==> config.mk <==
export PLATFORM = sky130hd
export DESIGN_NAME = fetch_stage
export DESIGN_NICKNAME = d
export VERILOG_FILES = /design/src/rtl/fetch_stage_pkg.sv /design/src/rtl/adder_32.sv /design/src/rtl/fetch_redirect_latch.sv /design/src/rtl/fetch_stage.sv
export SDC_FILE = /design/constraint.sdc
export NUM_CORES = 1
export LEC_CHECK = 0
export BUFFER_PORTS_ARGS = -buffer_cell sky130_fd_sc_hd__buf_4
export CELL_PAD_IN_SITES_DETAIL_PLACEMENT = 2
export CELL_PAD_IN_SITES_GLOBAL_PLACEMENT = 2
export CORE_UTILIZATION = 30
export DETAILED_ROUTE_END_ITERATION = 12
export PLACE_DENSITY_LB_ADDON = 0.1
export REMOVE_ABC_BUFFERS = 1
export SLEW_MARGIN = 30
export SYNTH_ARGS = -nofsm -noshare
export SYNTH_HDL_FRONTEND = slang
export SYNTH_HIERARCHICAL = 1
export SYNTH_SLANG_ARGS = --single-unit
==> constraint.sdc <==
create_clock -name clk -period 3.15 [get_ports clk]
set_clock_uncertainty 0.1 [all_clocks]
set_input_delay 0.1575 -clock clk [delete_from_list [all_inputs] [get_ports clk]]
set_output_delay 0.1575 -clock clk [all_outputs]
set_load 0.01 [all_outputs]
==> src/rtl/fetch_stage_pkg.sv <==
// Shared definitions for the instruction-fetch stage.
//   - RESET_PC_DEF / NOP_WORD_DEF : default parameter values for fetch_stage
//   - fetch_state_e               : fetch FSM encoding (idle / fetch / hold)
//   - redir_sel_e                 : which redirect source won arbitration
//   - redir_select()              : priority encoder jr > jump > branch
package fetch_stage_pkg;

  localparam logic [31:0] RESET_PC_DEF = 32'h0000_0000;
  localparam logic [31:0] NOP_WORD_DEF = 32'h0000_0000;

  typedef enum logic [1:0] {
    StIdle  = 2'd0,
    StFetch = 2'd1,
    StHold  = 2'd2
  } fetch_state_e;

  typedef enum logic [1:0] {
    RedirNone   = 2'd0,
    RedirBranch = 2'd1,
    RedirJump   = 2'd2,
    RedirJr     = 2'd3
  } redir_sel_e;

  // Only one source is legal at a time; priority keeps overlap deterministic.
  function automatic redir_sel_e redir_select(input logic jr, input logic jump,
                                              input logic branch);
    redir_sel_e sel;
    if (jr) begin
      sel = RedirJr;
    end else if (jump) begin
      sel = RedirJump;
    end else if (branch) begin
      sel = RedirBranch;
    end else begin
      sel = RedirNone;
    end
    return sel;
  endfunction

endpackage

==> src/rtl/adder_32.sv <==
// Plain N-bit modulo adder.
//   i_a, i_b : operands
//   o_sum    : (i_a + i_b) mod 2^N
module adder_32 #(
  parameter int unsigned N = 32
) (
  input  logic [N-1:0] i_a,
  input  logic [N-1:0] i_b,
  output logic [N-1:0] o_sum
);

  assign o_sum = i_a + i_b;

endmodule

==> src/rtl/fetch_redirect_latch.sv <==
// Redirect arbitration, pending-redirect register and next-PC mux.
//   clk, rst_n            : clock, synchronous active-low reset
//   i_complete            : the instruction in fetch is handed to decode this cycle
//   i_branch/_target      : taken branch and its destination
//   i_jump/_target        : direct jump and its destination
//   i_jr/_target          : register jump and its destination
//   i_pc, i_pc_plus4      : current PC and its sequential successor
//   o_next_pc             : PC value for the next cycle (word aligned)
module fetch_redirect_latch
  import fetch_stage_pkg::*;
(
  input  logic        clk,
  input  logic        rst_n,
  input  logic        i_complete,
  input  logic        i_branch,
  input  logic [31:0] i_branch_target,
  input  logic        i_jump,
  input  logic [31:0] i_jump_target,
  input  logic        i_jr,
  input  logic [31:0] i_jr_target,
  input  logic [31:0] i_pc,
  input  logic [31:0] i_pc_plus4,
  output logic [31:0] o_next_pc
);

  redir_sel_e  w_sel;
  logic        w_redirect;
  logic [31:0] w_sel_target;
  logic [31:0] w_raw_next;
  logic        r_pend_valid;
  logic [31:0] r_pend_target;

  assign w_sel      = redir_select(i_jr, i_jump, i_branch);
  assign w_redirect = (w_sel != RedirNone);

  always_comb begin
    w_sel_target = i_pc_plus4;
    unique case (w_sel)
      RedirJr:     w_sel_target = i_jr_target;
      RedirJump:   w_sel_target = i_jump_target;
      RedirBranch: w_sel_target = i_branch_target;
      default:     w_sel_target = i_pc_plus4;
    endcase
  end

  // A redirect that arrives while the delay-slot instruction is still waiting
  // is parked here; the newest one wins.
  always_ff @(posedge clk) begin
    if (!rst_n) begin
      r_pend_valid  <= 1'b0;
      r_pend_target <= 32'h0;
    end else if (i_complete) begin
      r_pend_valid  <= 1'b0;
    end else if (w_redirect) begin
      r_pend_valid  <= 1'b1;
      r_pend_target <= w_sel_target;
    end
  end

  always_comb begin
    w_raw_next = i_pc;
    if (i_complete) begin
      if (w_redirect) begin
        w_raw_next = w_sel_target;
      end else if (r_pend_valid) begin
        w_raw_next = r_pend_target;
      end else begin
        w_raw_next = i_pc_plus4;
      end
    end
  end

  assign o_next_pc = {w_raw_next[31:2], 2'b00};

endmodule

==> src/rtl/fetch_stage.sv <==
// Instruction-fetch stage feeding the decode input register.
//   clk, rst_n             : clock, synchronous active-low reset
//   stall                  : decode refuses a new instruction this cycle
//   branch/jump/jr(+target): redirects resolved in decode (one delay slot)
//   imem_req, imem_addr    : fetch request and address (= pc)
//   imem_ready, imem_rdata : fetched word valid for imem_addr this cycle
//   instruction            : word presented to decode (NOP_WORD on bubble)
//   delay, delay2          : pc+4 / pc+8 of the presented instruction
//   fetch_valid            : presented instruction is a real fetch
module fetch_stage
  import fetch_stage_pkg::*;
#(
  parameter logic [31:0] RESET_PC = RESET_PC_DEF,
  parameter logic [31:0] NOP_WORD = NOP_WORD_DEF
) (
  input  logic        clk,
  input  logic        rst_n,
  input  logic        stall,
  input  logic        branch,
  input  logic [31:0] branch_target,
  input  logic        jump,
  input  logic [31:0] jump_target,
  input  logic        jr,
  input  logic [31:0] jr_target,
  output logic        imem_req,
  output logic [31:0] imem_addr,
  input  logic        imem_ready,
  input  logic [31:0] imem_rdata,
  output logic [31:0] instruction,
  output logic [31:0] delay,
  output logic [31:0] delay2,
  output logic        fetch_valid
);

  fetch_state_e r_state;
  fetch_state_e w_state_next;
  logic [31:0]  r_pc;
  logic [31:0]  r_hold_word;
  logic [31:0]  w_pc_plus4;
  logic [31:0]  w_pc_plus8;
  logic [31:0]  w_next_pc;
  logic         w_complete;
  logic         w_capture;

  adder_32 #(.N(32)) u_add4 (
    .i_a   (r_pc),
    .i_b   (32'd4),
    .o_sum (w_pc_plus4)
  );

  adder_32 #(.N(32)) u_add8 (
    .i_a   (r_pc),
    .i_b   (32'd8),
    .o_sum (w_pc_plus8)
  );

  fetch_redirect_latch u_redirect (
    .clk             (clk),
    .rst_n           (rst_n),
    .i_complete      (w_complete),
    .i_branch        (branch),
    .i_branch_target (branch_target),
    .i_jump          (jump),
    .i_jump_target   (jump_target),
    .i_jr            (jr),
    .i_jr_target     (jr_target),
    .i_pc            (r_pc),
    .i_pc_plus4      (w_pc_plus4),
    .o_next_pc       (w_next_pc)
  );

  always_comb begin
    w_state_next = r_state;
    w_complete   = 1'b0;
    w_capture    = 1'b0;
    imem_req     = 1'b0;
    imem_addr    = r_pc;
    instruction  = NOP_WORD;
    delay        = 32'h0;
    delay2       = 32'h0;
    fetch_valid  = 1'b0;
    unique case (r_state)
      StIdle: begin
        w_state_next = StFetch;
      end
      StFetch: begin
        imem_req = 1'b1;
        delay    = w_pc_plus4;
        delay2   = w_pc_plus8;
        if (imem_ready) begin
          instruction = imem_rdata;
          fetch_valid = 1'b1;
          if (stall) begin
            w_capture    = 1'b1;
            w_state_next = StHold;
          end else begin
            w_complete = 1'b1;
          end
        end
      end
      StHold: begin
        instruction = r_hold_word;
        fetch_valid = 1'b1;
        delay       = w_pc_plus4;
        delay2      = w_pc_plus8;
        if (!stall) begin
          w_complete   = 1'b1;
          w_state_next = StFetch;
        end
      end
      default: begin
        w_state_next = StIdle;
      end
    endcase
  end

  // pc stays put while holding, so the hold buffer only needs the word.
  always_ff @(posedge clk) begin
    if (!rst_n) begin
      r_state     <= StIdle;
      r_pc        <= RESET_PC;
      r_hold_word <= 32'h0;
    end else begin
      r_state <= w_state_next;
      r_pc    <= w_next_pc;
      if (w_capture) begin
        r_hold_word <= imem_rdata;
      end
    end
  end

endmodule

# Yosys cells after proc, flatten, opt, wreduce, memory -nomap -nowiden
# Index checks and enable logic that the tools add are counted.
totals:
  ff_bits: 99
  inputBits: 135
  output_inout_bits: 130
  elab_cells: 47
classes:
  addsub: 2
  eq_ne: 8
  mux: 23
  bitwise: 2
  n_reduce_logical: 6
op_table:
  columns: ["operator", "count"]
  rows:
  - ["32-bit two-way mux", 5]
  - ["32-bit one-hot mux with 3 select lines", 1]
  - ["32-bit one-hot mux with 2 select lines", 1]
  - ["32-bit by 3-bit adder with 32-bit output (second input constant)", 1]
  - ["32-bit by 4-bit adder with 32-bit output (second input constant)", 1]
  - ["2-bit two-way mux", 5]
  - ["1-bit two-way mux", 8]
  - ["2-bit == test (second input constant)", 3]
  - ["2-bit inequality test (second input constant)", 3]
  - ["2-bit one-hot mux with 3 select lines", 1]
  - ["2-bit by 1-bit == test with 1-bit output (second input constant)", 2]
  - ["1-bit one-hot mux with 2 select lines", 2]
  - ["2-bit OR reduction", 2]
  - ["3-bit AND reduction", 1]
  - ["2-bit zero test", 1]
  - ["1-bit NOT", 2]
  - ["2-bit AND reduction", 1]
  - ["2-bit nonzero test", 1]

# Longest topological paths before layout
depth:
  depth_word: 6
  depth_mapped: 13
  depth_no_buf: 13

# By module
# Netlist, hierarchy kept.
by_module_without_submodules:
  columns: ["module", "instances", "cells_per_inst", "area_per_inst_um2"]
  rows:
  - ["fetch_stage", 1, 380, 3219.3]
  - ["fetch_redirect_latch", 1, 403, 3078.0]
  - ["adder_32 at u_add4", 1, 241, 1744.2]
  - ["adder_32 at u_add8", 1, 242, 1721.7]

# Least setup slack after synthesis
# Ideal clock, no wire load.
synth_timing:
  path_kind: "flip-flop to flip-flop"
  from: "register r_pc[2], in the netlist imem_addr[2]"
  to: "register r_pc[31], in the netlist imem_addr[31]"
  setup_ns: 0.115
  t_arrival_ns: 2.644
  path_slack_ns: 0.291
  stages_incl_launch_ff: 13
  period_less_slack_ns: 2.859
  path_cell_list: "dfxtp_1 > ha_1 > o211ai_1 > o21ai_2 > o21bai_4 > a22oi_4 > a311oi_4 > o311a_1 > or3_1 > nor2b_1 > a211oi_1 > o32ai_1 > and2_1"
synth_between:
  elab_chain_cells: 3
synth_rtl:
  columns: ["element", "line_no", "source"]
  rows:
  - ["start: declaration", "fetch_stage.sv:37", "logic [31:0] r_pc;"]
  - ["start signal: assignment", "fetch_stage.sv:125", "r_pc <= w_next_pc;"]
  - ["32-bit by 3-bit adder with 32-bit output *", "adder_32.sv:12", "assign o_sum = i_a + i_b;"]
  - ["via w_pc_plus4[31]", "fetch_stage.sv:39", "logic [31:0] w_pc_plus4;"]
  - ["32-bit one-hot mux with 3 select lines / 32-bit two-way mux (equally long branches)", "fetch_redirect_latch.sv:38, fetch_redirect_latch.sv:65", null]
  - ["32-bit two-way mux *", "fetch_redirect_latch.sv:63", "if (w_redirect) begin"]
# The timed path passes the listed nets; every way through them passes the cells marked *.
# A chain may end at the register's enable or synchronous reset.

# Final worst setup path
layout_timing:
  from: "register r_pc[4], in the netlist imem_addr[4]"
  to: "output port delay2[26]"
layout_between:
  elab_chain_cells: 2
layout_rtl:
  columns: ["element", "line_no", "source"]
  rows:
  - ["32-bit by 4-bit adder with 32-bit output", "adder_32.sv:12", null]
  - ["via w_pc_plus8[26]", "fetch_stage.sv:40", "logic [31:0] w_pc_plus8;"]
  - ["32-bit two-way mux", "fetch_stage.sv:82", "unique case (r_state)"]
  - ["end: declaration", "fetch_stage.sv:31", "output logic [31:0] delay2,"]
# The timed path passes the listed nets, and every way through them passes these cells.

==> run summary <==
- **placer congestion estimate** 0.8392
- **setup slack on the worst flop-to-flop path** 0.11 ns
- **CTS buffer count** 9
- **origin of the critical flop-to-flop path** imem_addr[5]$_SDFF_PN0_
- **buffer levels on the longest clock path** 2
- **total of max-cap violations** 0
- **via count** 10809
- **final-layout setup total negative slack** -0.07178 ns
- **worst hold slack** 0.05193 ns
- **data arrival time of the critical path** 2.94 ns
- **routed length per instance** 20.62 um
- **final cell utilization of the core** 42.35%
- **Post-Synth XOR/XNOR Area** 5.024%
- **capturing element type of the critical path** primary output
- **clock tree from TritonCTS** built
- **total placed cells including tap cells** 1975
- **LEAKAGE** 5.790 nW
- **width of the die** 182.4 um
- **post-route fraction of the period consumed by the critical path** 101.5%
- **dpl hpwl** 30200 um
- **result of the run** finished, violations left
- **cell type with the highest aggregate area in the netlist** dfxtp_1
- **initial cell density of the core** 30.70%
- **category of the critical setup timing path** reg -> out
- **number of DRC markers after the initial detailed-route iteration** 397
- **HP Class** in -> reg
- **final setup violation count** 3
- **sequential cell area fraction in the yosys report** 19.89%
- **number of storage elements in the synthesis netlist** 97
- **RSZ-0062 raised after global routing** true
- **remaining number of nets flagged by the antenna check after routing** 0
- **share of flip-flops with an asynchronous set or reset after synthesis** 0%
- **worst IR drop on VDD** 0.0004063 V
- **Clk pin slew, worst setup/hold paths** 0.08 ns
- **average vias per placed instance** 5.304
- **depth of the CTS H-tree** 3
- **maximum clock rate** 312.9 MHz
- **min setup slack post-route** -0.04592 ns
- **WHS Endpoint** u_redirect/r_pend_target[7]$_SDFFE_PN0P_
- **share of the synthesized area in compound gates (AO/OA/AOI/OAI)** 33.87%
- **logic depth of the worst register-to-register path** 13
- **Switching Power** 2.692 mW
- **1st-pass router iterations** 6
- **residual DRC count** 0
- **destination of the worst register-to-register timing path** imem_addr[23]$_SDFF_PN0_
- **count of input and output buffers** 258
- **Yosys warning total** 6
- **Syn Std Cell Area** 0.009763 mm^2
- **average cell area after synthesis** 7.712 um^2
- **cell depth of the worst hold path** 3
- **clock network power share** 19.5%
- **multiplexer area fraction after synthesis** 0.6151%
- **power per standard cell area** 470.6 mW/mm^2
- **CTS root buf** clkbuf_16
- **Period minus WS final** 3.196 ns
- **switching share of total power** 42.47%
- **floorplan core area** 0.03180 mm^2
- **Simple-Gate Fraction of Synth Area** 24.58%
- **standard cell area after detailed placement** 0.01240 mm^2
- **synthesized-area fraction occupied by adder cells** 9.125%
- **Filler cells** 3641
- **maximum number of pins on one net before global-route repair** 98
- **net count of the finished layout** 1803
- **cell area after layout** 0.01347 mm^2
- **fraction of final layout cells sized beyond drive strength 1** 26.82%
- **maximum fanout count along the critical path** 3
- **Netlist cell types** 76
- **required time at the worst-slack endpoint** 2.89 ns
- **violations in the final reports** setup timing
- **Comb pwr share** 56.8%
- **number of antenna diodes** 0
- **most instantiated flip-flop cell in the synthesis netlist** dfxtp_1
- **global-route congestion overflow total** 0
- **cell count after synthesis** 1266
- **wirelength, routed** 42030 um
- **internal portion of total power** 3.646 mW
- **cells taking the most area after synthesis** dfxtp_1, ha_1, and2_1
- **wire length of the first global-routing pass** 64450 um
- **post-placement setup slack** -0.03276 ns
- **Flop pwr share** 23.7%
- **critical path launch point type** register
- **die boundary height** 182.4 um
- **Min-Delay Startpoint** jr_target[7]
- **total track usage** 24.52%
- **floorplan row count** 65
- **Slew Viols, Final** 0
- **Overall Power** 6.337 mW
- **layout-stage area growth over the synthesis result** 37.93%
- **main combinational cell family by area after synthesis** compound AO/OA/AOI/OAI gates
- **number of failing hold endpoints at the final stage** 0
- **number of enable flip-flop cells after synthesis** 0
- **top-area cell type share of the netlist area** 19.89%
- **die area** 0.03327 mm^2
- **measured slew at the worst slew-check pin** 0.8528 ns
- **initial antenna violation count** 0
- **worst slew slack as a fraction of its limit** 43.15%
- **CTS Sinks** 97
- **final cell count without fillers** 2038
- **vias in the first global route** 11602
- **clock latency reported for the late side of the worst-skew pair** 0.36 ns
- **count of pins on the block boundary** 265
## area by class of cell
class | count | area (um^2) | area share [%]
Clock buffer | 9 | 225.2 | 1.672
Timing Repair Buffer | 353 | 2775 | 20.61
Inverter | 44 | 165.2 | 1.226
Clock inverter | 7 | 87.58 | 0.6504
Sequential cell | 97 | 1963 | 14.58
Multi-Input combinational cell | 1093 | 7706 | 57.22
Tap cell | 435 | 544.3 | 4.042
## power by group through the flow
stage                     Sequential (mW)  Combinational, mW  Clock (mW)
after floorplan                      1.50               1.85           0
after global placement               1.52               3.37           0
after detailed placement             1.52               3.44           0
after CTS                            1.50               3.53        1.28
after global routing                 1.52               3.90        1.33
final                                1.50               3.60        1.24
## worst max path at each step
| stage | to | slack, ns | from | depth (start not counted) |
|---|---|---|---|---|
| global placement | delay2[31] | 0.11 | imem_addr[4]$_SDFF_PN0_ | 11 |
| global route | delay2[28] | -0.13 | imem_addr[4]$_SDFF_PN0_ | 12 |
| CTS | delay[31] | -0.05 | imem_addr[4]$_SDFF_PN0_ | 10 |
| detailed placement | imem_addr[18]$_SDFF_PN0_ | -0.03 | imem_addr[9]$_SDFF_PN0_ | 12 |
| finish | delay2[26] | -0.05 | imem_addr[4]$_SDFF_PN0_ | 11 |
| floorplan | u_redirect/r_pend_target[14]$_SDFFE_PN0P_ | -2.09 | r_state[0]$_SDFFE_PN0P_ | 5 |
## cell usage in the layout (no fill, tap or decap), types with 14 or more instances in the layout
cell type,count
inv_1,44
a211oi_2,32
a32o_1,30
nand4_1,14
o211ai_1,37
xnor2_1,29
nand3_1,14
dlygate4sd3_1,32
conb_1,68
buf_4,316
nand2_1,132
o32ai_1,31
nor2_1,59
a21o_1,35
a21oi_1,77
a21boi_1,32
and2_1,101
o21ai_0,47
ha_1,54
nand2b_1,33
a22oi_1,31
xor2_1,27
dfxtp_1,88
nor2b_1,65
## synth_stat cells, drive strengths merged (4+ instances only)
cell and count:
xnor2 29, o21a 6, inv 44, clkbuf 51, and3 6, a21boi 34, buf 46, a22oi 32
and2 101, nand4 14, nand2b 33, o32ai 31, nand3 14, a31oi 4, mux2i 6, xor2 27
or2 5, o21ai 53, o21bai 8, a32o 30, a211oi 39, o211ai 37, ha 68, nand2 133
dfxtp 97, a221o 8, nor3 13, a311oi 4, nor2b 66, a21o 35, nor3b 6, a21oi 80
nor2 59
## cells by family (layout without fill, tap and decap cells)
group	after synthesis	in the layout
AOI/OAI and AO/OA	433	433
xor gates and xnor gates	56	56
adders and majority gates	70	70
buffers and inverters	141	413
DFF	97	97
muxes	6	6
other	3	68
and+or+nand+nor	460	460
## worst max-delay path, stage by stage, from the launching register on
cell       delay (ns)
dfxtp_4          0.37
ha_4             0.25
a21o_1           0.21
a221oi_4         0.46
nor3_4           0.08
a211oi_2         0.20
buf_4            0.16
o21ai_2          0.10
a2111oi_4        0.33
xnor2_1          0.15
and2_1           0.14
buf_4            0.12
## sequential cells by signal, summed over array words and instances, names as in the netlist
signal,flops
imem_addr,32
u_redirect/r_pend_valid,1
u_redirect/r_pend_target,30
r_state,2
r_hold_word,32
## timing repair
action | in CTS | in global routing
gates resized for setup | 29 | 28
setup endpoints to repair | 22 | 22
hold endpoints to repair | 32 | 0
pin swaps | 12 | 22
hold buffers | 32 | 0
setup buffers | 5 | 10
## layer usage
layer,global-route usage (%),wire length (um),part of all wire (%),vias to the layer above
li1,-,-,-,5178
met1,30.54,18900,45,5373
met2,43.19,20240,48,219
met3,5.448,2238,5.3,39
met4,4.672,652,1.6,0
met5,0,0,0,-
Note: power is estimated with default switching activity, not from simulation.
